$ cat src/rtl/ask_tx_pkg.sv
// Shared types and constants for the ASK transmit scheduler and its arbiter.
package ask_tx_pkg;

  typedef enum logic [1:0] {
    IDLE = 2'd0,
    SEND = 2'd1,
    GAP  = 2'd2
  } tx_state_e;

  localparam logic START_BIT = 1'b0;
  localparam logic STOP_BIT  = 1'b1;

  function automatic int frame_width(input int data_w);
    return data_w + 2;
  endfunction

endpackage

$ cat src/rtl/ask_rr_arb.sv
// Combinational round-robin arbiter: the first valid at or after ptr (wrapping) wins.
module ask_rr_arb #(
  parameter int NUM_REQ = 4,
  localparam int IDX_W = $clog2(NUM_REQ)
) (
  input  logic [NUM_REQ-1:0] valid,
  input  logic [IDX_W-1:0]   ptr,
  output logic [NUM_REQ-1:0] onehot,
  output logic [IDX_W-1:0]   index,
  output logic               any
);

  always_comb begin
    int idx;
    onehot = '0;
    index  = '0;
    any    = 1'b0;
    idx    = 0;
    for (int k = 0; k < NUM_REQ; k++) begin
      idx = int'(ptr) + k;
      if (idx >= NUM_REQ) idx = idx - NUM_REQ;
      if (!any && valid[idx]) begin
        any         = 1'b1;
        index       = idx[IDX_W-1:0];
        onehot[idx] = 1'b1;
      end
    end
  end

endmodule

$ cat src/rtl/ask_tx_sched.sv
// Round-robin transmit scheduler: frames {stop, payload, start} and shifts LSB-first onto tx_bit.
// Optional idle fill frames are enabled with macro ASK_TX_IDLE_FILL_EN.
//
// state | meaning
// IDLE  | line high, accept window open
// SEND  | shifting frame bit bitcnt onto tx_bit
// GAP   | line high for GAP_CYCLES between frames
module ask_tx_sched
  import ask_tx_pkg::*;
#(
  parameter int NUM_REQ    = 4,
  parameter int DATA_W     = 10,
  parameter int GAP_CYCLES = 0,
  localparam int FW    = frame_width(DATA_W),
  localparam int IDX_W = $clog2(NUM_REQ)
) (
  input  logic                      clk,
  input  logic                      rst_n,
  input  logic [NUM_REQ-1:0]        req_valid,
  input  logic [NUM_REQ*DATA_W-1:0] req_data,
  output logic [NUM_REQ-1:0]        req_ready,
  output logic                      tx_bit,
  output logic [FW-1:0]             word,
  output logic                      newres,
  output logic                      busy,
  output logic [IDX_W-1:0]          grant_id
);

  localparam int BW = $clog2(FW);
  localparam logic [BW-1:0]    BIT_LAST = BW'(FW - 1);
  localparam logic [3:0]       GAP_LAST = (GAP_CYCLES == 0) ? 4'd0 : 4'(GAP_CYCLES - 1);
  localparam logic [IDX_W-1:0] IDX_LAST = IDX_W'(NUM_REQ - 1);

  tx_state_e          state, state_nxt;
  logic [BW-1:0]      bitcnt, bit_nxt;
  logic [3:0]         gapcnt;
  logic [IDX_W-1:0]   rr_ptr;
  logic [NUM_REQ-1:0] win_onehot;
  logic [IDX_W-1:0]   win_idx;
  logic               win_any;
  logic               accept_win, take, load;
  logic [DATA_W-1:0]  req_payload, load_payload;

  ask_rr_arb #(.NUM_REQ(NUM_REQ)) u_arb (
    .valid  (req_valid),
    .ptr    (rr_ptr),
    .onehot (win_onehot),
    .index  (win_idx),
    .any    (win_any)
  );

  assign accept_win = (state == IDLE)
                   || (state == SEND && bitcnt == BIT_LAST && GAP_CYCLES == 0)
                   || (state == GAP  && gapcnt == GAP_LAST);
  assign req_ready   = (accept_win && rst_n) ? win_onehot : '0;
  assign take        = accept_win & win_any & rst_n;
  assign req_payload = req_data[win_idx*DATA_W +: DATA_W];
  assign bit_nxt     = bitcnt + 1'b1;
  assign newres      = (state == SEND) && (bitcnt == BIT_LAST);
  assign busy        = (state != IDLE);

`ifdef ASK_TX_IDLE_FILL_EN
  logic [DATA_W-1:0] fill_cnt;
  logic              fill_flag;
  logic              fill_take;

  // An empty accept window still launches a frame so the line never idles.
  assign fill_take    = accept_win & ~win_any & rst_n;
  assign load         = take | fill_take;
  assign load_payload = take ? req_payload : fill_cnt;

  always_ff @(posedge clk or negedge rst_n) begin
    if (!rst_n) begin
      fill_cnt  <= '0;
      fill_flag <= 1'b0;
    end else if (fill_take) begin
      fill_cnt  <= fill_cnt + 1'b1;
      fill_flag <= 1'b1;
    end else if (take) begin
      fill_flag <= 1'b0;
    end
  end
`else
  assign load         = take;
  assign load_payload = req_payload;
`endif

  always_ff @(posedge clk or negedge rst_n) begin
    if (!rst_n) state <= IDLE;
    else        state <= state_nxt;
  end

  always_comb begin
    state_nxt = state;
    case (state)
      IDLE: if (load) state_nxt = SEND;
      SEND: begin
        if (bitcnt == BIT_LAST) begin
          if (GAP_CYCLES > 0) state_nxt = GAP;
          else if (load)      state_nxt = SEND;
          else                state_nxt = IDLE;
        end
      end
      GAP: begin
        if (gapcnt == GAP_LAST) state_nxt = load ? SEND : IDLE;
      end
      default: state_nxt = IDLE;
    endcase
  end

  // tx_bit is loaded with the start bit on the transfer edge, giving 1-clk latency.
  always_ff @(posedge clk or negedge rst_n) begin
    if (!rst_n) begin
      bitcnt   <= '0;
      gapcnt   <= '0;
      rr_ptr   <= '0;
      tx_bit   <= 1'b1;
      word     <= '0;
      grant_id <= '0;
    end else if (load) begin
      word   <= {STOP_BIT, load_payload, START_BIT};
      bitcnt <= '0;
      tx_bit <= START_BIT;
      if (take) begin
        grant_id <= win_idx;
        rr_ptr   <= (win_idx == IDX_LAST) ? '0 : win_idx + 1'b1;
      end
    end else begin
      case (state)
        SEND: begin
          if (bitcnt == BIT_LAST) begin
            bitcnt <= '0;
            gapcnt <= '0;
            tx_bit <= 1'b1;
          end else begin
            bitcnt <= bit_nxt;
            tx_bit <= word[bit_nxt];
          end
        end
        GAP: begin
          gapcnt <= gapcnt + 1'b1;
          tx_bit <= 1'b1;
        end
        default: tx_bit <= 1'b1;
      endcase
    end
  end

endmodule

$ cat config.mk
export PLATFORM = sky130hd
export DESIGN_NAME = ask_tx_sched
export DESIGN_NICKNAME = d
export VERILOG_FILES = /design/src/rtl/ask_tx_pkg.sv /design/src/rtl/ask_rr_arb.sv /design/src/rtl/ask_tx_sched.sv
export SDC_FILE = /design/constraint.sdc
export NUM_CORES = 1
export LEC_CHECK = 0
export BUFFER_PORTS_ARGS = -buffer_cell sky130_fd_sc_hd__clkbuf_2
export CORE_MARGIN = 1
export CORE_UTILIZATION = 35
export CTS_CLUSTER_SIZE = 8
export DETAILED_ROUTE_END_ITERATION = 10
export PLACE_DENSITY = 0.63
export SKIP_LAST_GASP = 1
export SYNTH_ARGS = -nofsm -noshare
export SYNTH_HDL_FRONTEND = slang
export SYNTH_SLANG_ARGS = --single-unit
$ cat constraint.sdc
create_clock -name clk -period 3.5 [get_ports clk]
set_input_delay 0.35 -clock clk [delete_from_list [all_inputs] [get_ports clk]]
set_output_delay 0.35 -clock clk [all_outputs]
set_load 0.03 [all_outputs]
# == After elaboration in Yosys (flattened, before gate mapping) ==
# Index checks and enable logic that the tools add are counted.
# totals
ff_bits,26
wordCells,120
# classes
addsub,10
mul,1
bitwise,6
muxes,53
n_lt_le_gt_ge,13
n_shift,1
n_eq_ne,7
reduce_logical,22
# ops
op,n
$ge 32x1->1 const B,4
$lt 32x4->1 const B,4
$mux 32,4
$ge 32x4->1 const B,3
$sub 32x4->32 const B,3
$shiftx 40x7->10,1
$mux 4,9
$mux 1,21
$mux 2,8
$or 4x4->4,3
$logic_and 1x1->1,10
$add 4x1->4 const B,2
$bmux 1 s2,4
$demux 1 s2,4
$pmux 4 s2,1
$add 2x2->3 const B,2
$pmux 2 s3,1
$reduce_and 3->1,2
$reduce_bool 2->1,3
$lt 4x5->1 const B,1
$mul 2x3->5 const B,1
$bmux 1 s4,1
$eq 2x2->1 const B,2
$eq 4x4->1 const B,1
other kinds (13),18

# == Logic depth before layout (Yosys ltp) ==
# logic_depth
word_depth,20
mapped_depth,12
mapped_depth_nobuf,8

# == Hierarchy ==
# From an unflattened synthesis, not the netlist that was laid out.
# hier_totals
hier_cells,139
hier_area_um2,1699.1
# by_module_without_submodules
mod,area_per_inst_um2,cells_each,instances
ask_tx_sched,1238.7,91,1
ask_rr_arb,460.4,48,1

# == Worst setup path before layout ==
# OpenSTA, ideal clock, no wires.
# synth_timing
path_type,reg-to-output
startpoint,reg rr_ptr[1]
endpoint,out req_ready[0]
path_buffers,2
required_ns,3.150
arrival_ns,2.870
setup_slack_ns,0.280
path_stages_with_launch,11
path_cell_list,dfrtp_1 > clkbuf_1 > inv_1 > ha_1 > clkbuf_1 > mux4_2 > nor2b_1 > a22oi_1 > nor2_1 > a221oi_1 > nor2_1
# synth_between
elab_chain_len,16
elab_cells_between_ends,64
# synth_lines
element,line_no,source
"start, declared",ask_tx_sched.sv:37,logic [IDX_W-1:0] rr_ptr;
"start signal, assigned",ask_tx_sched.sv:126,rr_ptr <= (win_idx == IDX_LAST) ? '0 : win_idx + 1'b1;
"parallel branches: the longest is 14 deep, another holds $sub 32x4->32",n/a,
$mux 4 *,ask_rr_arb.sv:22,if (!any && valid[idx]) begin
$mux 4 *,ask_tx_sched.sv:55,assign req_ready = (accept_win && rst_n) ? win_onehot : '0;
"end, declared",ask_tx_sched.sv:21,"output logic [NUM_REQ-1:0] req_ready,"
# Mark *: on every way between the ends. The select of a mux whose other input is x is not followed.

# == Worst setup path after layout ==
# layout_timing
startpoint,reg rr_ptr[1]
endpoint,out req_ready[2]
# The elaborated chain is that of the path after synthesis.

==> results.sh <==
export IMPL_status="complete, no violations"
export IMPL_crit_required_ns=3.15
export IMPL_tns_ns=0
export IMPL_clockBufferDepth=2
export IMPL_gr_total_overflow=0
export IMPL_post_route_drc_count=0
export IMPL_start_kind="flop"
export IMPL_synthTopCellsByArea="dfrtp_1 (28%), mux4_2 (17%), mux2_4 (7.7%), ha_1 (4.3%), nor2_1 (3.8%)"
export IMPL_period_needed_ns=3.23
export IMPL_max_cap_violations=0
export IMPL_cts_buffers=3
export IMPL_routedWlPerCell_um=12.9
export IMPL_htree_levels=1
export IMPL_cts_sinks=21
export IMPL_routed_wl_um=3800
export IMPL_ioPinCount=67
export IMPL_crit_type="flop to output pin"
export IMPL_drt_initial_drc_count=105
export IMPL_area_growth_syn_to_layout_pct=23.2
export IMPL_design_core_area_um2=4790
export IMPL_grt_pass1_wl_um=6200
export IMPL_diodes=0
export IMPL_die_h_um=73.0
export IMPL_die_w_um=73.0
export IMPL_clk_pin_slew_ns=0.07
export IMPL_nets=280
export IMPL_crit_path_end_kind="output pin"
export IMPL_max_freq_mhz=310
export IMPL_skew_ns=0.00332
export IMPL_place_congestion=0.837
export IMPL_synthCells=169
export IMPL_synth_area_leader_cell="dfrtp_1"
export IMPL_final_hold_viol_count=0
export IMPL_start_util=0.369
export IMPL_path_max_fanout=11
export IMPL_tightest_slew_ns=0.553
export IMPL_pwr_share_seq=0.238
export IMPL_synth_area_per_cell_um2=10.4
export IMPL_via_per_inst=5.09
export IMPL_dr_pass1_iters=4
export IMPL_syn_area_um2=1760
export IMPL_drive_gt1_frac=0.445
export IMPL_p_sw_frac=0.457
export IMPL_finalCritPeriodShare=0.922
export IMPL_insertion_delay_ns=0.25
export IMPL_setup_violations=0
export IMPL_intPower_w=0.00113
export IMPL_hold_class="input port to async pin"
export IMPL_io_buffers=65
export IMPL_slew_violations=0
export IMPL_total_leakage_power_nw=1.01
export IMPL_pwr_share_comb=0.690
export IMPL_ys_ff_latch=21
export IMPL_cts_root_buf="clkbuf_8"
export IMPL_peakVddDrop_uv=317
export IMPL_cts_tree="built"
export IMPL_seq_area_frac_synth=0.299
export IMPL_hpwl_um=3030
export IMPL_grt_pass1_vias=1311
export IMPL_drtAntennaViolNets=0
export IMPL_power_frac_clock=0.073
export IMPL_rows=25
export IMPL_grt_max_degree=23
export IMPL_grt_total_usage=0.144
export IMPL_power_density_nw_per_um2=954
export IMPL_final_core_util=0.454
export IMPL_ys_types=48
export IMPL_grt_setup_unrepaired="no"
export IMPL_via_count=1497
export IMPL_die_area_um2=5330
export IMPL_syn_num_nets=221
export IMPL_yosys_area_top_type_share=0.284
export IMPL_relSlewSlack=0.622
export IMPL_mostFrequentLayoutCell="clkbuf_2"
export IMPL_async_flop_share=1.00
export IMPL_yosysWarnings=0
export IMPL_final_cell_mix="clkbuf_2 (65), dfrtp_1 (19), nor2_1 (18), nand2_1 (15), mux4_2 (13)"
export IMPL_fillers=467
export IMPL_antenna_found_initial=0
export IMPL_synth_edf_count=0
export IMPL_synthFlopType="dfrtp_1"
export IMPL_power_switching_w=0.000948
export IMPL_arrival_ns=2.88
power by group through the flow:
stage | sequential [W] | combinational (W) | clock [W]
final | 0.000493 | 0.00143 | 0.000151
after global routing | 0.000515 | 0.00156 | 0.000167
after CTS | 0.000493 | 0.00145 | 0.000158
after detailed placement | 0.000498 | 0.00144 | 0
after global placement | 0.000493 | 0.00143 | 0
after floorplan | 0.000604 | 0.00105 | 0
area by class of cell:
class | count | area (um^2) | area share
tap | 67 | 83.8 | 0.0386
timing repair buffer | 69 | 355 | 0.164
clock inverter | 1 | 5.00 | 0.00230
inverter | 5 | 18.8 | 0.00864
sequential | 21 | 528 | 0.243
clock buffer | 3 | 41.3 | 0.0190
multi-input combinational | 128 | 1140 | 0.525
synthesized netlist by cell type (all sizes together) (2+ instances only):
master / n
nand2b: 2
nand2: 15
clkbuf: 10
nor2: 18
a221oi: 4
dfrtp: 20
a31oi: 2
nand3: 2
mux2: 11
buf: 5
xnor2: 3
a21oi: 2
inv: 5
nand3b: 2
mux4: 14
o32a: 2
mux2i: 6
a22oi: 4
nor2b: 3
ha: 6
o21ai: 11
worst max-delay path, stage by stage (launching register included):
cell      delay (ns)
dfrtp_2         0.50
inv_1           0.14
ha_1            0.48
mux4_2          0.60
nor2b_1         0.31
a22oi_1         0.12
nor2_1          0.10
a221oi_1        0.06
nor2_1          0.11
clkbuf_2        0.21
sequential cells by signal, indices dropped and copies added (netlist names):
name and flops:
word 11, grant_id 2, bitcnt 4, state 1
rr_ptr 2, tx_bit 1
per-layer routing:
layer | up-vias | GRT usage | wire length [um]
met4 | 0 | 0.0261 | 15
met5 | - | 0 | 0
met2 | 49 | 0.221 | 1800
met1 | 695 | 0.219 | 1810
li1 | 751 | - | -
met3 | 2 | 0.0166 | 174
cell families after synthesis:
kind of cell / count (synthesis) / share of synthesized area
AOI/OAI and AO/OA: 38 / 0.154
adders and majority gates: 6 / 0.0426
DFF: 21 / 0.299
other: 1 / 0.00213
xor gates and xnor gates: 4 / 0.0199
buffers and inverters: 20 / 0.0546
and+or+nand+nor: 48 / 0.124
muxes: 31 / 0.304
timing repair:
item                                    in CTS  in global routing
endpoints found under the setup margin       0                  4
hold buffers                                 0                  0
buffers inserted                             0                  0
gates resized for setup                      0                  1
final timing paths:
check	startpoint	end	slack [ns]	cells after the start
min in group clk	word[11]	word[11]	0.49	1
worst min register to register	word[11]	word[11]	0.49	1
worst max-delay path	rr_ptr[1]	req_ready[2]	0.27	9
max in group asynchronous	rst_n	tx_bit	3.18	2
worst min-delay path	rst_n	rr_ptr[0]	0.05	2
worst max register to register	rr_ptr[1]	rr_ptr[1]	0.69	8
metrics by stage:
step | area (um^2) | hold slack [ns] | std cells | total power, W | setup WS [ns]
2_1_floorplan | 1760 | 0.0544 | 169 | 0.00166 | 0.280
3_3_place_gp | 2130 | 0.333 | 290 | 0.00192 | 0.497
3_5_place_dp | 2130 | 0.334 | 290 | 0.00194 | 0.406
4_1_cts | 2170 | 0.0556 | 294 | 0.00210 | 0.114
5_1_grt | 2170 | 0.0674 | 294 | 0.00224 | 0.0442
6_report | 2170 | 0.0510 | 294 | 0.00207 | 0.275
Note: power is estimated with default switching activity, not from simulation.
